===== src/rtl/dsp_pipe_stage.sv =====
// Configurable-depth pipeline register with a travelling valid flag, synchronous
// flush and a registered occupancy count. DEPTH=0 degenerates to a pure extender.

module dsp_pipe_stage_reg #(
  parameter int W = 36
) (
  input  logic         CLK,
  input  logic         RST,
  input  logic         CE,
  input  logic         FLUSH,
  input  logic [W-1:0] d,
  input  logic         d_vld,
  output logic [W-1:0] q,
  output logic         q_vld
);
  always_ff @(posedge CLK or posedge RST) begin
    if (RST) begin
      q     <= '0;
      q_vld <= 1'b0;
    end else if (FLUSH) begin
      q     <= '0;
      q_vld <= 1'b0;
    end else if (CE) begin
      q     <= d;
      q_vld <= d_vld;
    end
  end
endmodule

module dsp_pipe_stage #(
  parameter int IN_W   = 18,
  parameter int OUT_W  = 36,
  parameter int DEPTH  = 1,
  parameter int SIGNED = 1,
  parameter int FILL_W = 3
) (
  input  logic              CLK,
  input  logic              RST,
  input  logic              CE,
  input  logic              FLUSH,
  input  logic [IN_W-1:0]   IN,
  input  logic              IN_VLD,
  output logic [OUT_W-1:0]  OUT,
  output logic              OUT_VLD,
  output logic [FILL_W-1:0] FILL
);
  logic [OUT_W-1:0] ext;

  generate
    if (OUT_W < IN_W) begin : g_bad_w
      $error("dsp_pipe_stage: OUT_W must be >= IN_W");
    end else if (OUT_W == IN_W) begin : g_ext_none
      assign ext = IN;
    end else if (SIGNED != 0) begin : g_ext_sign
      assign ext = {{(OUT_W-IN_W){IN[IN_W-1]}}, IN};
    end else begin : g_ext_zero
      assign ext = {{(OUT_W-IN_W){1'b0}}, IN};
    end

    if (DEPTH < 0 || DEPTH > 4) begin : g_bad_depth
      $error("dsp_pipe_stage: DEPTH must be 0..4");
    end
    if (FILL_W < $clog2(DEPTH+1)) begin : g_bad_fill
      $error("dsp_pipe_stage: FILL_W too narrow for DEPTH");
    end

    if (DEPTH == 0) begin : g_bypass
      // Control inputs are deliberately ignored in bypass mode.
      logic unused_ctl;
      assign unused_ctl = ^{CLK, RST, CE, FLUSH};
      assign OUT     = ext;
      assign OUT_VLD = IN_VLD;
      assign FILL    = '0;
    end else begin : g_pipe
      logic [DEPTH:0][OUT_W-1:0] dat_pipe;
      logic [DEPTH:0]            vld_pipe;
      logic [FILL_W-1:0]         fill_q;

      assign dat_pipe[0] = ext;
      assign vld_pipe[0] = IN_VLD;

      for (genvar s = 0; s < DEPTH; s++) begin : g_stage
        dsp_pipe_stage_reg #(.W(OUT_W)) u_reg (
          .CLK   (CLK),
          .RST   (RST),
          .CE    (CE),
          .FLUSH (FLUSH),
          .d     (dat_pipe[s]),
          .d_vld (vld_pipe[s]),
          .q     (dat_pipe[s+1]),
          .q_vld (vld_pipe[s+1])
        );
      end

      // Occupancy tracks the valid flags: +1 on entry, -1 on exit from the last stage.
      always_ff @(posedge CLK or posedge RST) begin
        if (RST)        fill_q <= '0;
        else if (FLUSH) fill_q <= '0;
        else if (CE)    fill_q <= fill_q + FILL_W'(IN_VLD) - FILL_W'(vld_pipe[DEPTH]);
      end

      assign OUT     = dat_pipe[DEPTH];
      assign OUT_VLD = vld_pipe[DEPTH];
      assign FILL    = fill_q;
    end
  endgenerate
endmodule


===== config.mk =====
export PLATFORM = sky130hd
export DESIGN_NAME = dsp_pipe_stage
export DESIGN_NICKNAME = d
export VERILOG_FILES = /design/src/rtl/dsp_pipe_stage.sv
export SDC_FILE = /design/constraint.sdc
export NUM_CORES = 1
export LEC_CHECK = 0
export CELL_PAD_IN_SITES_DETAIL_PLACEMENT = 0
export CELL_PAD_IN_SITES_GLOBAL_PLACEMENT = 2
export CORE_MARGIN = 1.5
export CORE_UTILIZATION = 28
export CTS_CLUSTER_DIAMETER = 30
export DETAILED_ROUTE_END_ITERATION = 10
export GPL_TIMING_DRIVEN = 0
export MAX_ROUTING_LAYER = met4
export PLACE_DENSITY_LB_ADDON = 0.1
export SLEW_MARGIN = 20
export SYNTH_ARGS = -nofsm -noshare
export SYNTH_HDL_FRONTEND = slang
export SYNTH_HIERARCHICAL = 1
export SYNTH_SLANG_ARGS = --single-unit

===== constraint.sdc =====
create_clock -name CLK -period 2.3 [get_ports CLK]
set_clock_uncertainty 0.1 [all_clocks]
set_input_delay 0.345 -clock CLK [delete_from_list [all_inputs] [get_ports CLK]]
set_output_delay 0.345 -clock CLK [all_outputs]
set_load 0.01 [all_outputs]

==> metrics.txt <==
residual overflow from global routing=0; sw frac=25.0%; power density normalized to cell area=609 nW/um2; Rows=28; number of clock buffers inserted by TritonCTS=5; highest net fanout along the worst path=3; outcome=finished clean; Worst-Margin Slew=0.774 ns; Setup Viol. Count Final=0; number of max-cap violations=0; clk root buf=sky130_fd_sc_hd__clkbuf_8; FF-to-FF setup slack=0.31 ns; fin worst setup slack=0.308 ns; Die X-Extent=81.4 um; Avg Synthesized Cell Area=12.4 um2; fin nets=234; worst flop-to-flop path startpoint=g_pipe.g_stage[0].u_reg/q_vld$_DFFE_PP0P_; PostCTS Resize Cnt=0; critical path class=flop to flop; vias per std cell=4.23; largest voltage drop on the vdd net=0.230 mV; TritonCTS clock tree=built; DR WL/cell=12.9 um; number of DRC markers after the initial detailed-route iteration=50; part of the power in combinational logic=19.3%; total via count after detailed routing=1,202; combined global-route utilization of all metal layers=12.3%; maximum number of pins on one net before global-route repair=38; routing layer with the top usage in global route=met2; Die Ht=81.4 um; relative max-transition margin=48.3%; count of cell types in the netlist=15; proportion of layout cells with a drive suffix above 1=8.13%; sequential element share of the synthesized area=58.1%; setup repair after global routing missed its margin=false; nature of the critical path startpoint=flop; number of hold-repair buffers added at the cts stage=0; Worst-Skew Late Latency=0.29 ns; flop and latch count out of synthesis=40; initial cell density of the core=29.1%; worst path required time=2.38 ns; Net Sw Power=0.385 mW; CTS H-Tree Depth=2; clock net sink count=40; Hold/Removal Path Class=input pin to asynchronous set/reset pin; gpl congestion=0.697; final number of hold-violating endpoints=0; GR Util met3=3.11%; count of input and output buffers=62; Setup Buffers After CTS=0; met1 usage=14.3%; post-synth design cell area=1720 um2; iteration count of the initial detailed-routing pass=4; global-route track usage on met2=20.3%; global-route wire length before repair=5890 um; Setup TNS=0 ns; Core ar.=5920 um2; Synth warnings=6; total die area=6630 um2; Diodes inserted=0; fin crit period=1.99 ns; kind of end point of the critical path=flop; maximum operating frequency=502 MHz; number of inserted filler cells in the final layout=566; Data arrival, critical path=2.07 ns; Clk pin slew, worst setup/hold paths=0.07 ns; initial antenna violation count=0; buffers from clock root to sink, at most=2; clock group share of total power=30.5%; DRC violation count after routing=0; final wirelength=3650 um; sequential share of power=50.2%; Slew Limit Fails=0; Internal Pwr Total=1.15 mW; Final Cycle Share=86.6%; depth of the worst register-to-register path=8; half-perimeter wire length after placement=2680 um; Cells after Synth=139; Mapped Nets=165; post-synthesis to final-layout area growth=46.8%; via count of the first global-routing pass=1,218; worst setup timing slack at the placement stage=0.189 ns; endpoint of the lowest-slack register-to-register path=FILL[2]$_DFFE_PP0P_; leakage power of the design=1.22 nW; antenna viol nets, final=0; total I/O pin count=63
==> synth_stat cells, drive strengths merged <==
cell type,n,share of area (%)
mux2i,38,22
nand2b,1,0.36
ha,2,1.5
xor2,1,0.51
dfrtp,40,58
a21oi,1,0.29
a211oi,1,0.44
fa,1,1.2
a31o,1,0.51
nor2,40,8.7
buf,7,5.0
clkbuf,1,0.29
inv,5,1.1
==> flip-flops by register name, summed over array words and instances, names as in the netlist <==
| name | count |
|---|---|
| g_pipe.g_stage.u_reg/q | 36 |
| g_pipe.g_stage.u_reg/q_vld | 1 |
| FILL | 3 |
==> power groups by stage <==
stage | logic (mW) | registers [mW] | clock network (mW)
finish | 0.297 | 0.773 | 0.470
global route | 0.324 | 0.779 | 0.524
CTS | 0.303 | 0.774 | 0.490
detailed placement | 0.303 | 0.787 | 0
global placement | 0.295 | 0.785 | 0
floorplan | 0.123 | 0.804 | 0
==> worst max-delay path, cell delays in order (launching register included) <==
cell and delay, ns:
sky130_fd_sc_hd__dfrtp_1 0.40, sky130_fd_sc_hd__ha_1 0.29, sky130_fd_sc_hd__inv_1 0.06, sky130_fd_sc_hd__ha_1 0.14, sky130_fd_sc_hd__inv_1 0.05, sky130_fd_sc_hd__fa_1 0.38, sky130_fd_sc_hd__xor2_1 0.19, sky130_fd_sc_hd__a21oi_1 0.09
sky130_fd_sc_hd__a31o_1 0.19
==> logic make-up (layout without fill, tap and decap cells) <==
family                   count (synthesis)  in the layout  synth area share (%)
AND/OR/NAND/NOR                         41             41                  9.08
flip-flops                              40             40                  58.1
multiplexers                            38             38                  22.1
buffers and inverters                   13             83                  6.39
adder cells (fa/ha/maj)                  3              3                  2.61
AO/OA/AOI/OAI                            3              3                  1.23
XOR/XNOR                                 1              1                 0.508
==> through the flow <==
| step | instance area [um2] | cells | util (%) | power, mW | hold WS [ns] |
|---|---|---|---|---|---|
| final | 2530 | 284 | 42.7 | 1.54 | 0.180 |
| after CTS | 2530 | 284 | 42.7 | 1.57 | 0.179 |
| after detailed placement | 2440 | 276 | 41.2 | 1.09 | 0.411 |
| after global placement | 2440 | 276 | 41.2 | 1.08 | 0.399 |
| after floorplan | 1720 | 139 | - | 0.927 | -0.00136 |
| after global routing | 2530 | 284 | 42.7 | 1.63 | 0.186 |
==> routing by layer <==
layer	vias up	wire length, um
met4	0	43
met3	4	207
li1	593	-
met2	37	1830
met5	-	0
met1	568	1570
==> cell type report <==
class,instances,area [um2],area share [%]
flip-flops and latches,40,1000,39.6
repair buffers,62,621,24.5
clock inverters,2,10.0,0.396
multi-input cells,86,612,24.2
clock buffers,6,82.6,3.26
plain buffers,8,91.3,3.61
inverters,5,18.8,0.742
well taps,75,93.8,3.71
==> worst max path at each step <==
stage / startpoint / to / slack [ns] / cells after the start
final: g_pipe.g_stage[0].u_reg/q_vld$_DFFE_PP0P_ / FILL[2]$_DFFE_PP0P_ / 0.31 / 8
after global routing: FILL[0]$_DFFE_PP0P_ / FILL[2]$_DFFE_PP0P_ / 0.19 / 9
after CTS: g_pipe.g_stage[0].u_reg/q_vld$_DFFE_PP0P_ / FILL[2]$_DFFE_PP0P_ / 0.29 / 8
after detailed placement: IN_VLD / FILL[2]$_DFFE_PP0P_ / 0.19 / 7
after global placement: RST / g_pipe.g_stage[0].u_reg/q[13]$_DFFE_PP0P_ / 0.18 / 2
after floorplan: g_pipe.g_stage[0].u_reg/q_vld$_DFFE_PP0P_ / FILL[2]$_DFFE_PP0P_ / 0.39 / 8
==> placed cells by master (no fill, tap or decap), types with 2 or more instances in the layout <==
| cell | n |
|---|---|
| sky130_fd_sc_hd__buf_12 | 3 |
| sky130_fd_sc_hd__buf_2 | 3 |
| sky130_fd_sc_hd__clkbuf_8 | 6 |
| sky130_fd_sc_hd__clkdlybuf4s50_1 | 62 |
| sky130_fd_sc_hd__clkinv_2 | 2 |
| sky130_fd_sc_hd__dfrtp_1 | 40 |
| sky130_fd_sc_hd__ha_1 | 2 |
| sky130_fd_sc_hd__inv_1 | 4 |
| sky130_fd_sc_hd__mux2i_1 | 38 |
| sky130_fd_sc_hd__nor2_1 | 40 |
(Power assumes the default switching activity.)
==> RTL edit (same flow settings) <==
Register the output `OUT`, with the module's reset; this adds one clock of latency there. The other outputs are not delayed to match.
--- a/src/rtl/dsp_pipe_stage.sv
+++ b/src/rtl/dsp_pipe_stage.sv
@@ -45,4 +45,6 @@
   output logic [FILL_W-1:0] FILL
 );
+
+  logic [OUT_W-1:0] OUT_d;
   logic [OUT_W-1:0] ext;
 
@@ -69,5 +71,5 @@
       logic unused_ctl;
       assign unused_ctl = ^{CLK, RST, CE, FLUSH};
-      assign OUT     = ext;
+      assign OUT_d   = ext;
       assign OUT_VLD = IN_VLD;
       assign FILL    = '0;
@@ -100,9 +102,17 @@
       end
 
-      assign OUT     = dat_pipe[DEPTH];
+      assign OUT_d   = dat_pipe[DEPTH];
       assign OUT_VLD = vld_pipe[DEPTH];
       assign FILL    = fill_q;
     end
   endgenerate
+  always_ff @(posedge CLK or posedge RST) begin
+    if (RST) begin
+      OUT <= '0;
+    end else begin
+      OUT <= OUT_d;
+    end
+  end
+
 endmodule
 
Check against the original RTL: not equivalent (a bounded check fails within 4 cycles, from zero or initial values and one cycle with RST high).
==> RTL edit against the original RTL <==
Non-clock buffer count is 2 higher; worst setup slack better by 0.011 ns; cell area increased by 45%; area after synthesis up 53%; sequential cell count rose by 36; clock power increased by 150%; sequential power grew 88%; total power grew 91%; routed wire length rose by 38%; critical path type unchanged; critical endpoint unchanged.
==> RTL edit: results (changes against the original RTL) <==
[global_route]
gr-usage-met3_pct=3.13  ; was 3.11%
met2_resource_use_gr_pct=17.5  ; was 20.3%
number_of_antenna_violations_at_the_first_check_in_global_routing=0  ; unchanged
grt_max_degree=22  ; was 38
grt_first_pass_wirelength_um=8290  ; was 5890 um
grt_util_all_layers_pct=11.6  ; was 12.3%
first_global_vias=1612  ; was 1218
met1_usage_pct=14.2  ; was 14.3%

[route]
detailroute.via_count=1513  ; was 1202
detail_route.iter0.violations=15  ; was 50
drt_pre_antenna_iters=2  ; was 4
routedWlPerCell_um=13.7  ; was 12.9 um

[place]
routabilityCongestion=0.653  ; was 0.697
place.detailed.hpwl_um=3220  ; was 2680 um
portBuffers=62  ; unchanged

[worst_setup_path]
r2r_slack_ns=0.32
cp_max_fo=3  ; unchanged
crit-reg2reg-capture=FILL[2]  ; unchanged
r2r_start=g_pipe.g_stage[0].u_reg/q_vld  ; unchanged
critical_path_arrival_ns=2.11  ; was 2.07 ns
r2r_worst_path_depth=8  ; unchanged

[synth]
synthTopCellsByArea=sky130_fd_sc_hd__dfrtp_1, sky130_fd_sc_hd__mux2i_1, sky130_fd_sc_hd__nor2_1, sky130_fd_sc_hd__buf_12, sky130_fd_sc_hd__ha_1  ; unchanged
ys_top_cells_by_count=sky130_fd_sc_hd__dfrtp_1, sky130_fd_sc_hd__nor2_1, sky130_fd_sc_hd__mux2i_1, sky130_fd_sc_hd__inv_1  ; unchanged
ys_flop_type=sky130_fd_sc_hd__dfrtp_1  ; unchanged
yosysWarningCount=6  ; unchanged
synth_async_sr_flop_share_pct=100  ; unchanged
number_of_distinct_library_cell_variants_in_the_gate_level_netlist_after_synthesis=14  ; was 15
postSynthNetCount=202  ; was 165
seq_area_frac_synth_pct=72.3  ; was 58.1%

[timing]
hold_ws_ns=0.268  ; was 0.180 ns
worst-slew-pin-transition_ns=0.741  ; was 0.774 ns

[layout]
num-fill-cells=904  ; was 566
drive_above_1_share_pct=10.9  ; was 8.13%
finish.net_count=277  ; was 234
diodes=0  ; unchanged

[worst_hold_path]
hold_start=g_pipe.g_stage[0].u_reg/q[2]
min_path_cells=0
hold_path_end=OUT[2]
hp-class=flop to flop  ; was input pin to asynchronous set/reset pin

[power]
vdd.ir_drop.worst_mv=0.248  ; was 0.230 mV
power_leakage_nw=1.79  ; was 1.22 nW

[clock_network]
max_h_tree_level=3  ; was 2
clk_latency_ns=0.34  ; was 0.29 ns
cts-buffers-inserted=9  ; was 5
cts-root-to-sink-buffers=2  ; unchanged
cells_resized_by_post_cts_repair=0  ; unchanged

[status]
run_status=finished clean  ; unchanged

-- RTL edit: cell types whose count changed in the layout (fill, tap and decap cells not counted), moves of 2 or more --
cell and change:
sky130_fd_sc_hd__dfrtp_1 +36, sky130_fd_sc_hd__clkbuf_8 +5, sky130_fd_sc_hd__bufinv_16 +2, sky130_fd_sc_hd__clkinv_2 -2
sky130_fd_sc_hd__clkinvlp_4 +2
-- RTL edit: worst max-delay path by stage --
stage / to / cells past startpoint
floorplan: FILL[2] / 8
global placement: OUT[5] / 2
detailed placement: FILL[2] / 7
CTS: FILL[2] / 8
global route: FILL[2] / 8
finish: FILL[2] / 8
-- RTL edit: report_power, final --
part / leakage, nW / total [W] / internal [W] / switching, W
Sequential: 1.01 / 0.00145 / 0.00141 / 0.0000345
Combinational: 0.668 / 0.000327 / 0.000180 / 0.000147
Clock: 0.112 / 0.00116 / 0.000672 / 0.000490
Total: 1.79 / 0.00294 / 0.00226 / 0.000672
-- RTL edit: cells by family (layout without fill, tap and decap cells) --
logic type | after synthesis | in the layout | synth area share, %
DFF | 76 | 76 | 72.3
xor gates and xnor gates | 1 | 1 | 0.333
AOI/OAI and AO/OA | 2 | 2 | 0.523
adders and majority gates | 3 | 3 | 1.71
and+or+nand+nor | 41 | 41 | 5.95
buffers and inverters | 14 | 94 | 4.33
muxes | 39 | 39 | 14.8
-- RTL edit: cell type report --
class | count | area (sq um) | share of cell area [%]
clock buffer | 11 | 151 | 4.12
multi-input combinational | 86 | 614 | 16.7
inverter | 6 | 22.5 | 0.613
sequential | 76 | 1900 | 51.8
timing repair buffer | 64 | 668 | 18.2
clock inverter | 5 | 83.8 | 2.28
tap | 111 | 139 | 3.78
buffer | 8 | 91.3 | 2.49
-- RTL edit: per-stage QoR --
stage	setup slack, ns	instance area [sq um]	instances
2_1_floorplan	0.392	2630	176
5_1_grt	0.172	3670	367
6_report	0.319	3670	367
4_1_cts	0.291	3670	367
3_5_place_dp	0.213	3440	351
3_3_place_gp	-0.0959	3390	349
-- RTL edit: layer usage --
| layer | routed length, um | part of all wire (%) | vias up |
|---|---|---|---|
| met3 | 236 | 4.7 | 8 |
| li1 | - | - | 723 |
| met5 | 0 | 0 | - |
| met2 | 2370 | 47 | 45 |
| met4 | 55 | 1.1 | 0 |
| met1 | 2380 | 47 | 737 |
-- RTL edit: worst max-delay path: stages (launching register included) --
cell and delay (ns):
sky130_fd_sc_hd__dfrtp_1 0.41, sky130_fd_sc_hd__ha_1 0.30, sky130_fd_sc_hd__inv_1 0.05, sky130_fd_sc_hd__ha_1 0.13, sky130_fd_sc_hd__inv_1 0.05, sky130_fd_sc_hd__fa_1 0.36
sky130_fd_sc_hd__xor2_1 0.19, sky130_fd_sc_hd__a21oi_1 0.09, sky130_fd_sc_hd__a31o_1 0.19
